--- config.mk ---
export PLATFORM = sky130hd
export DESIGN_NAME = keypad_entry
export DESIGN_NICKNAME = d
export VERILOG_FILES = /design/src/rtl/keypad_entry.sv
export SDC_FILE = /design/constraint.sdc
export NUM_CORES = 1
export LEC_CHECK = 0
export BUFFER_PORTS_ARGS = -buffer_cell sky130_fd_sc_hd__buf_2
export CORE_ASPECT_RATIO = 2
export CORE_MARGIN = 2
export CORE_UTILIZATION = 60
export DETAILED_ROUTE_END_ITERATION = 16
export MAX_ROUTING_LAYER = met4
export PLACE_DENSITY = 0.87
export REMOVE_ABC_BUFFERS = 1
export SLEW_MARGIN = 20
export SYNTH_ARGS = -nofsm -noshare
export SYNTH_HDL_FRONTEND = slang
export SYNTH_SLANG_ARGS = --single-unit
--- constraint.sdc ---
create_clock -name clk -period 4.6 [get_ports clk]
set_clock_uncertainty 0.1 [all_clocks]
set_input_delay 0.92 -clock clk [delete_from_list [all_inputs] [get_ports clk]]
set_output_delay 0.92 -clock clk [all_outputs]
set_load 0.1 [all_outputs]
--- src/rtl/keypad_entry.sv ---
// keypad_entry: debounces scanner key presses and accumulates decimal digits
// into an 8-bit operand that is handed to the datapath on enter.
module keypad_entry #(
    parameter int DEBOUNCE   = 50000,
    parameter int MAX_DIGITS = 3
) (
    input  logic                            clk,
    input  logic                            rst_n,
    input  logic [3:0]                      key_value,
    input  logic                            key_valid,
    input  logic                            clear,
    input  logic                            enter,
    output logic [7:0]                      entry,
    output logic [$clog2(MAX_DIGITS+1)-1:0] digits,
    output logic                            overflow,
    output logic [7:0]                      operand,
    output logic                            operand_valid,
    output logic                            operand_ovf
);

    localparam int CW = $clog2(DEBOUNCE + 1);
    localparam int DW = $clog2(MAX_DIGITS + 1);
    localparam logic [CW-1:0] CNT_LAST = CW'(DEBOUNCE - 1);
    localparam logic [DW-1:0] DIG_MAX  = DW'(MAX_DIGITS);

    typedef enum logic [1:0] {
        IDLE,
        PRESS_DB,
        HELD,
        RELEASE_DB
    } key_state_t;

    logic key_s1;
    logic key_s2;
    logic clr_s1;
    logic clr_s2;
    logic clr_d;
    logic clr_p;
    logic ent_s1;
    logic ent_s2;
    logic ent_d;
    logic ent_p;

    key_state_t    state;
    key_state_t    state_next;
    logic [CW-1:0] cnt;
    logic [CW-1:0] cnt_next;
    logic          commit;

    logic [11:0] scaled;
    logic        is_digit;
    logic        room;
    logic        fits;

    // Edge pulses are registered so clear/enter act on the third edge.
    always_ff @(posedge clk) begin
        if (!rst_n) begin
            key_s1 <= 1'b0;
            key_s2 <= 1'b0;
            clr_s1 <= 1'b0;
            clr_s2 <= 1'b0;
            clr_d  <= 1'b0;
            clr_p  <= 1'b0;
            ent_s1 <= 1'b0;
            ent_s2 <= 1'b0;
            ent_d  <= 1'b0;
            ent_p  <= 1'b0;
        end else begin
            key_s1 <= key_valid;
            key_s2 <= key_s1;
            clr_s1 <= clear;
            clr_s2 <= clr_s1;
            clr_d  <= clr_s2;
            clr_p  <= clr_s2 & ~clr_d;
            ent_s1 <= enter;
            ent_s2 <= ent_s1;
            ent_d  <= ent_s2;
            ent_p  <= ent_s2 & ~ent_d;
        end
    end

    always_ff @(posedge clk) begin
        if (!rst_n) begin
            state <= IDLE;
            cnt   <= '0;
        end else begin
            state <= state_next;
            cnt   <= cnt_next;
        end
    end

    // Counter defaults to zero so every state change clears it.
    always_comb begin
        state_next = state;
        cnt_next   = '0;
        commit     = 1'b0;
        case (state)
            IDLE: begin
                if (key_s2) begin
                    state_next = PRESS_DB;
                end
            end
            PRESS_DB: begin
                if (!key_s2) begin
                    state_next = IDLE;
                end else if (cnt == CNT_LAST) begin
                    state_next = HELD;
                    commit     = 1'b1;
                end else begin
                    cnt_next = cnt + 1'b1;
                end
            end
            HELD: begin
                if (!key_s2) begin
                    state_next = RELEASE_DB;
                end
            end
            RELEASE_DB: begin
                if (key_s2) begin
                    state_next = HELD;
                end else if (cnt == CNT_LAST) begin
                    state_next = IDLE;
                end else begin
                    cnt_next = cnt + 1'b1;
                end
            end
            default: begin
                state_next = IDLE;
            end
        endcase
    end

    assign scaled   = 12'(entry) * 12'd10 + 12'(key_value);
    assign is_digit = key_value < 4'd10;
    assign room     = digits < DIG_MAX;
    assign fits     = scaled <= 12'd255;

    // Clear beats enter beats commit; a digit racing an enter is dropped.
    always_ff @(posedge clk) begin
        if (!rst_n) begin
            entry         <= '0;
            digits        <= '0;
            overflow      <= 1'b0;
            operand       <= '0;
            operand_valid <= 1'b0;
            operand_ovf   <= 1'b0;
        end else begin
            operand_valid <= 1'b0;
            if (clr_p) begin
                entry    <= '0;
                digits   <= '0;
                overflow <= 1'b0;
            end else if (ent_p) begin
                operand       <= entry;
                operand_ovf   <= overflow;
                operand_valid <= 1'b1;
                entry         <= '0;
                digits        <= '0;
                overflow      <= 1'b0;
            end else if (commit && is_digit) begin
                if (room && fits) begin
                    entry  <= scaled[7:0];
                    digits <= digits + 1'b1;
                end else begin
                    overflow <= 1'b1;
                end
            end
        end
    end

endmodule

Word-level counts from Yosys, hierarchy flattened
Cells that the tools add are included.
Storage, ports and cells
  flip-flop bits (word level): 49
  input port bits: 9
Cells by class
  magnitude comparators: 3
  equal/unequal tests: 8
  bitwise gates (word level): 7
  add/subtract/negate cells: 3
  multipliers: 1
  reduce and logical (&&, ||, !) cells: 9
  multiplexer cells: 15
Operators by type and width (number)
  2-to-1 mux 16 bit: 3
  one-hot mux 16 bit (2 select lines): 1
  adder 16 x 1 -> 16 bit, second input constant: 1
  == test 16 bit, second input constant: 1
  adder 12 x 4 -> 12 bit: 1
  <= comparator 12 x 8 -> 1 bit, second input constant: 1
  2-to-1 mux 2 bit: 6
  multiplier 8 x 3 -> 11 bit, second input constant: 1
  one-hot mux 2 bit (4 select lines): 1
  != test 3 bit, second input constant: 2
  AND reduction 2 bit: 3
  NOT 1 bit: 5
  == test 2 bit, second input constant: 2
  < comparator 4 bit, second input constant: 1
  2-to-1 mux 1 bit: 4
  != test 2 bit, second input constant: 2
  AND reduction 4 bit: 1
  OR reduction 3 bit: 1
  adder 2 x 1 -> 2 bit, second input constant: 1
  bitwise AND 1 bit: 2
  == test 2 x 1 -> 1 bit, second input constant: 1
  logical AND 1 bit: 2
  logical NOT 2 bit: 1
  < comparator 2 bit, second input constant: 1
  OR reduction 2 bit: 1

Longest topological paths before layout
Gate-level depths: netlist of run 1.
  depth after elaboration: 6
  mapped depth: 10

Worst setup path before layout of run 1
Ideal clock, no wire load.
  path kind: reg2reg
  start point: register entry[1]
  end point: register digits[0]
  cell stages (with the launch flop): 10
  path slack: 1.105 ns
  data arrival time: 3.325 ns
  period minus slack after synthesis: 3.495 ns
  path through: dfxtp_1 -> ha_1 -> ha_1 -> fa_1 -> xor2_1 -> nand3_1 -> nor4_4 -> mux2i_1 -> or4_1 -> a21oi_1
On the way
  longest elaborated chain between the ends: 5
RTL lines
  start, declared: line 13  | output logic [7:0] entry,
  start signal, assigned: line 162  | entry <= scaled[7:0];
  multiplier 8 x 3 -> 11 bit: line 133  | assign scaled = 12'(entry) * 12'd10 + 12'(key_value);
  adder 12 x 4 -> 12 bit: line 133
  <= comparator 12 x 8 -> 1 bit: line 136  | assign fits = scaled <= 12'd255;
  logical AND 1 bit: line 161  | if (room && fits) begin
  AND reduction 2 bit (no source line)
  end signal, assigned: line 163  | digits <= digits + 1'b1;
  end, declared: line 14  | output logic [$clog2(MAX_DIGITS+1)-1:0] digits,
No other way between the ends.
A chain may end at the register's enable or synchronous reset.

Worst setup path after layout of run 1
  start point: register entry[1]
  end point: register overflow
On the way
  longest elaborated chain between the ends: 6
RTL lines
  multiplier 8 x 3 -> 11 bit: line 133
  adder 12 x 4 -> 12 bit: line 133
  <= comparator 12 x 8 -> 1 bit: line 136
  logical AND 1 bit: line 161
  NOT 1 bit (no source line)
  AND reduction 2 bit (no source line)
  end signal, assigned: line 143  | overflow <= 1'b0;
  end signal, assigned: line 159  | overflow <= 1'b0;
  end signal, assigned: line 165  | overflow <= 1'b1;
  end, declared: line 15  | output logic overflow,
No other way between the ends.

==> results of run 1 <==
-- registers in the layout, summed over array words and instances, names as in the netlist, 2 cells and up, named ones only --
name,count
digits,2
cnt,16
entry,8
operand,8
-- logic make-up (layout without fill, tap and decap cells) --
group | after synthesis | after routing
XOR/XNOR | 19 | 19
flip-flops | 49 | 49
AND/OR/NAND/NOR | 106 | 106
multiplexers | 4 | 4
buffers and inverters | 16 | 42
AO/OA/AOI/OAI | 44 | 44
adder cells (fa/ha/maj) | 19 | 19
-- report_power, final --
group | total [mW] | internal (mW) | switching, mW
clock network | 0.318 | 0.177 | 0.141
logic | 0.0179 | 0.00746 | 0.0105
registers | 0.429 | 0.427 | 0.00140
-- worst max-delay path: cells and delay by family (launching register included) --
kind | cells | cell delay [ns]
adders and majority gates | 3 | 0.94
muxes | 1 | 0.78
DFF | 1 | 0.49
and+or+nand+nor | 2 | 0.41
AOI/OAI and AO/OA | 2 | 0.41
xor gates and xnor gates | 1 | 0.22
-- cells in the final DEF (no fill, tap or decap), types with 2 or more instances in the layout --
cell type,netlist,final
a21boi_0,9,9
and4b_1,2,2
xor2_1,10,10
or3_1,3,3
nor2_1,20,20
nand4_1,7,7
dfxtp_1,49,49
ha_1,17,17
nor4_1,5,5
inv_1,5,5
a21oi_1,15,15
clkbuf_8,3,6
fa_1,2,2
mux2_2,2,2
and3_2,2,2
a31oi_1,2,2
and2_1,9,9
o31ai_1,6,6
nand2_1,28,28
and3_1,3,3
or2_2,2,2
mux2i_1,2,2
o21ai_0,4,4
xnor2_1,9,9
buf_2,1,29
nand3_1,8,8
a21o_1,3,3
nor2b_1,5,5
nor3_1,3,3
-- layout make-up --
| class | count | area (um2) |
|---|---|---|
| well taps | 51 | 63.8 |
| flip-flops and latches | 49 | 981 |
| inverters | 5 | 18.8 |
| fillers | 332 | 1190 |
| repair buffers | 29 | 145 |
| clock inverters | 2 | 37.5 |
| multi-input cells | 192 | 1320 |
| clock buffers | 6 | 82.6 |
-- routing by layer --
metal  wire, um  share of wire  vias to the layer above
li1           -              -                      957
met1       1790           0.37                      940
met2       2790           0.57                       43
met3        102          0.021                       12
met4        171          0.035                        0
met5          0              0                        -
-- final timing paths --
check,start,endpoint,slack (ns)
setup / recovery,entry[1],overflow,1.19
hold / removal,clr_d,clr_p,0.29
setup reg to reg,entry[1],overflow,1.19
hold reg to reg,clr_d,clr_p,0.29
-- metrics by stage --
step	total power [mW]	setup slack, ns	hold WS (ns)	std cells	cell area [um2]
6_report	0.765	1.19	0.290	334	2650
5_1_grt	0.788	0.890	0.320	334	2650
2_1_floorplan	0.448	0.923	0.267	246	2320
3_5_place_dp	0.457	1.26	0.284	326	2530
4_1_cts	0.770	1.22	0.295	334	2650
3_3_place_gp	0.456	1.37	0.275	326	2530
==> metrics, run 1 <==
crit-path cells ha_1 > ha_1 > fa_1 > xor2_1 > nand3_1 > nor4_4 > mux2i_1 > o21ai_0 > a21oi_1; DRT iter0 DRCs between 50 and 60; Core Region ~3800 um2; post-synthesis sequential area ratio 0.410; Total Nets Final 310; TritonRoute pass-1 iters 4; vias after detailed routing around 2000; Final Cycle Share 0.742; ant diodes 0; GR Layer Usage met2 0.453; Detail Route Antenna Nets 0; die span in y between 90 and 100 um; Worst setup EP type flip-flop; max-cap violations 0; CTS max path bufs 2; Synth Area in Simple Gates 0.239; post-synthesis mux area share 0.0178; busiest grt layer met2; Max Fclk between 0.2 and 0.3 GHz; Post-route DRC 0; slowest stage delay, CP 0.78 ns; root buffer cell clkbuf_8; Hold WC Path Type flip-flop to flip-flop; # setup viols final 0; row cnt 32; Area Growth Syn to Fin 10.7%; Critical Path Most Common Cell ha_1; dominant cells by area after synthesis dfxtp_1 (41%), ha_1 (8.9%), nand2_1 (4.4%), xor2_1 (3.7%), xnor2_1 (3.3%); Synth area leader dfxtp_1; Synth Area in Compound Gates 0.120; Reg clk slew, reported paths approximately 0.080 ns; via/cell ratio around 6; Max rail drop VDD about 0.18 mV; Hold Violations, Final 0; synthesized area per cell 9.32 um2; postcts setup bufs 0; worst hold path depth 1; Slew headroom 0.397; status finished, final reports clean; HPWL Detailed ~3700 um; area share of the largest cell type after synthesis 0.410; vias in the first global route between 1500 and 2000; main flop type after synthesis dfxtp_1; pin count of the biggest net entering global routing 23; CTS tree built; Setup crit start kind flip-flop; Yosys reg bits just under 50; setup TNS 0 ns; xor and xnor area share after synthesis 0.0695; Crit-path slowest cell mux2i_1; largest family of logic cells by synthesized area simple AND/OR/NAND/NOR gates; layout cell share with drive strength beyond 1 0.166; die area about 4500 um2; RSZ-0062 raised after global routing false; initial antenna violation count 0; Num CTS Buffers 5; first-pass GRT wire length a little over 8000 um; Resized Gates After CTS 0; Yosys Warn Count 0; drt total wl between 4000 and 5000 um; cell area after synthesis roughly 2400 um2; crit path kind flip-flop to flip-flop; post-synth cell types between 40 and 50; GRT Util Overall 0.238; post-layout util 0.690; Async SR Flop Fraction 0; clock sink count roughly 50; critical path data required time about 4.7 ns; met1 Track Usage GR 0.223; Top-Level Pins 30; Pwr Density ~290 nW/um2; final RePlAce weighted congestion roughly 0.85; clock latency on the worst-skew pair 0.31 ns; routing usage on met3 0.0288; Crit Path Max Fanout 12; global route overflow 0; Die Wd around 49 um; Buffers on Ports 29; Post-synth top cells dfxtp_1 (49), nand2_1 (28), nor2_1 (20); Post-synth EDFFs 0; synthesized instance count about 260; Worst R2R Path Depth 9; WP data arrival 3.55 ns; initial core utilization 0.623; # hold bufs at CTS 0; Post-Synth Adder-Cell Area 0.106; minimum clock period 3.41 ns; Leakage 1.10 nW; Slew Limit Fails 0; H-tree levels 2; WL/cell between 10 and 15 um; Slew @ Worst Pin 0.879 ns; most common cell in the netlist dfxtp_1
(Power assumes the default switching activity.)
==> inputs of run 2 (changes only) <==
Settings changed: CORE_UTILIZATION 60 to 57, PLACE_DENSITY 0.87 to 0.84.
Clock period 4.6 ns to 3.2 ns, I/O delays scaled along.
==> run 2 against run 1 <==
- hold slack better by 0.0036 ns
- via count up 1.9%
- setup slack worse by 1.0 ns
- routed wire length up 1.4%
- clock-buffer cell count unchanged
- critical endpoint is now digits[0]
- critical path depth up 1
- non-clock buffer count up 9
- maximum frequency up 13%
- clock power up 7.2%
==> metrics, run 2 (same netlist as run 1, synthesis figures left out) <==
Final Cycle Share 0.945 (+0.203); critical path data required time 3.33 ns (-1.41 ns); DRT iter0 DRCs 37 (-30%); WL/cell 14.3 um (-1.5%); Resized Gates After CTS 0 (unchanged); HPWL Detailed 3940 um (+6.0%); Num CTS Buffers 5 (unchanged); final non-filler cell area 2680 um2 (+1.2%); RSZ-0062 raised after global routing false; vias in the first global route 1920 (+1.1%); GRT Util Overall 0.227 (-0.0112); layout cell share with drive strength beyond 1 0.188 (+0.0223); Hold Violations, Final 0 (unchanged); Detail Route Antenna Nets 0 (unchanged); cell area after placement 2600 um2 (+2.7%); clock latency on the worst-skew pair 0.29 ns (-0.02 ns); H-tree levels 2 (unchanged); via/cell ratio 5.78 (-1.1%); Crit-path slowest cell or4_1; minimum clock period 3.02 ns (-0.390 ns); max FFs per register 16 (unchanged); CTS max path bufs 2 (unchanged); root buffer cell clkbuf_8; Non-Filler Instances 344 (+3.0%); Slew Limit Fails 0 (unchanged); GR Layer Usage met2 0.423 (-0.0299); busiest grt layer met2; logic gate share of total power 0.027 (+0.004); commonest non-fill, non-tap cell in the layout dfxtp_1; Die Wd 49.8 um (+2.4%); Setup crit start kind flip-flop; pin count of the biggest net entering global routing 22 (-4.3%); Clk network pwr share 0.347 (-0.069); Slew headroom 0.545 (+0.148); Crit Path Max Fanout 12 (unchanged); total power draw 0.984 mW (+29%); # setup viols final 0 (unchanged); Max Fclk 0.331 GHz (+13%); Reg with most FFs cnt; postcts setup bufs 0 (unchanged); Slew @ Worst Pin 0.681 ns (-0.198 ns); first-pass GRT wire length 8140 um (-0.76%); die area 4770 um2 (+4.9%); most frequent cells in the layout dfxtp_1 (49), buf_2 (29), nand2_1 (28); Leakage 1.14 nW (+3.1%); routing usage on met3 0.0266 (-0.00211); internal power 0.778 mW (+27%); slowest stage delay, CP 0.50 ns (-0.28 ns); Max rail drop VDD 0.228 mV (+29%); ant diodes 0 (unchanged); Hold WC Path Type flip-flop to flip-flop; TritonRoute pass-1 iters 4 (unchanged); clock sink count 49 (unchanged); Post-route DRC 0 (unchanged); vias after detailed routing 1989 (+1.9%); Net Sw Power 0.206 mW (+35%); Core Region 4050 um2 (+5.3%); final RePlAce weighted congestion 0.875 (+2.9%); global route overflow 0 (unchanged); Total Nets Final 319 (+2.9%); crit path kind flip-flop to flip-flop; cell total after placement 336 (+3.1%); crit-path cells ha_1 > ha_1 > fa_1 > xor2_1 > nand3_1 > nor4_4 > mux2i_1 > buf_4 > or4_1 > a21oi_1; row cnt 33 (+3.1%); CTS tree built; sequential fraction of design power 0.626 (+0.065); drt total wl 4910 um (+1.4%); initial antenna violation count 0 (unchanged); Top-Level Pins 30 (unchanged); Area Growth Syn to Fin 12.0%; die span in y 95.7 um (+2.5%); max-cap violations 0 (unchanged); Pwr Density 367 nW/um2 (+27%); # hold bufs at CTS 0 (unchanged); status finished, final reports clean; Critical Path Most Common Cell ha_1; Buffers on Ports 29 (unchanged); WP data arrival 3.15 ns (-0.40 ns); met1 Track Usage GR 0.212 (-0.0113); Worst setup EP type flip-flop; initial core utilization 0.592 (-0.0312); Reg clk slew, reported paths 0.09 ns (about the same); Top Registers cnt (16), entry (8), operand (8); Switching Share 0.210 (+0.00949)
## run 2: cell count changes in the layout (fill, tap and decap cells not counted), sizes merged
cell / delta
clkinv: +2
bufinv: -1
buf: +9
clkinvlp: -1
## run 2: power groups by stage
| stage | registers (mW) | logic [mW] | clock network (mW) |
|---|---|---|---|
| floorplan | 0.632 | 0.0123 | 0 |
| finish | 0.616 | 0.0265 | 0.341 |
| global route | 0.617 | 0.0296 | 0.370 |
| detailed placement | 0.631 | 0.0270 | 0 |
| CTS | 0.616 | 0.0271 | 0.349 |
| global placement | 0.631 | 0.0262 | 0 |
## run 2: per-layer routing
metal,up-vias,part of all wire
met5,-,0
met4,0,0.038
met3,16,0.029
met2,43,0.57
met1,964,0.36
li1,966,-
## run 2: worst paths after layout
kind	start	to	slack, ns	cells after the start
max	entry[1]	digits[0]	0.18	10
min	clr_d	clr_p	0.29	1
max reg2reg	entry[1]	digits[0]	0.18	10
min reg2reg	clr_d	clr_p	0.29	1
## run 2: final cells by class
| cell class | instances | area [um2] |
|---|---|---|
| sequential | 49 | 981 |
| timing repair buffer | 38 | 213 |
| fill | 369 | 1360 |
| inverter | 5 | 18.8 |
| multi-input combinational | 192 | 1320 |
| clock buffer | 6 | 72.6 |
| tap | 52 | 65.1 |
| clock inverter | 2 | 10.0 |
## run 2: worst max-delay path: cells and delay by family (launching register included)
kind / cells / cell delay (ns)
flops: 1 / 0.32
fa+ha+maj: 3 / 0.95
xor+xnor: 1 / 0.24
simple gates: 3 / 0.90
mux: 1 / 0.11
compound gates: 1 / 0.14
buf+inv: 1 / 0.19
## run 2: per-stage QoR
stage,setup slack (ns),hold slack [ns],TNS (ns),util
detailed placement,0.196,0.287,0,0.643
CTS,0.186,0.297,0,0.663
global placement,0.317,0.272,0,0.643
finish,0.176,0.294,0,0.663
global route,0.0965,0.312,0,0.663
floorplan,-0.477,0.267,-4.48,-
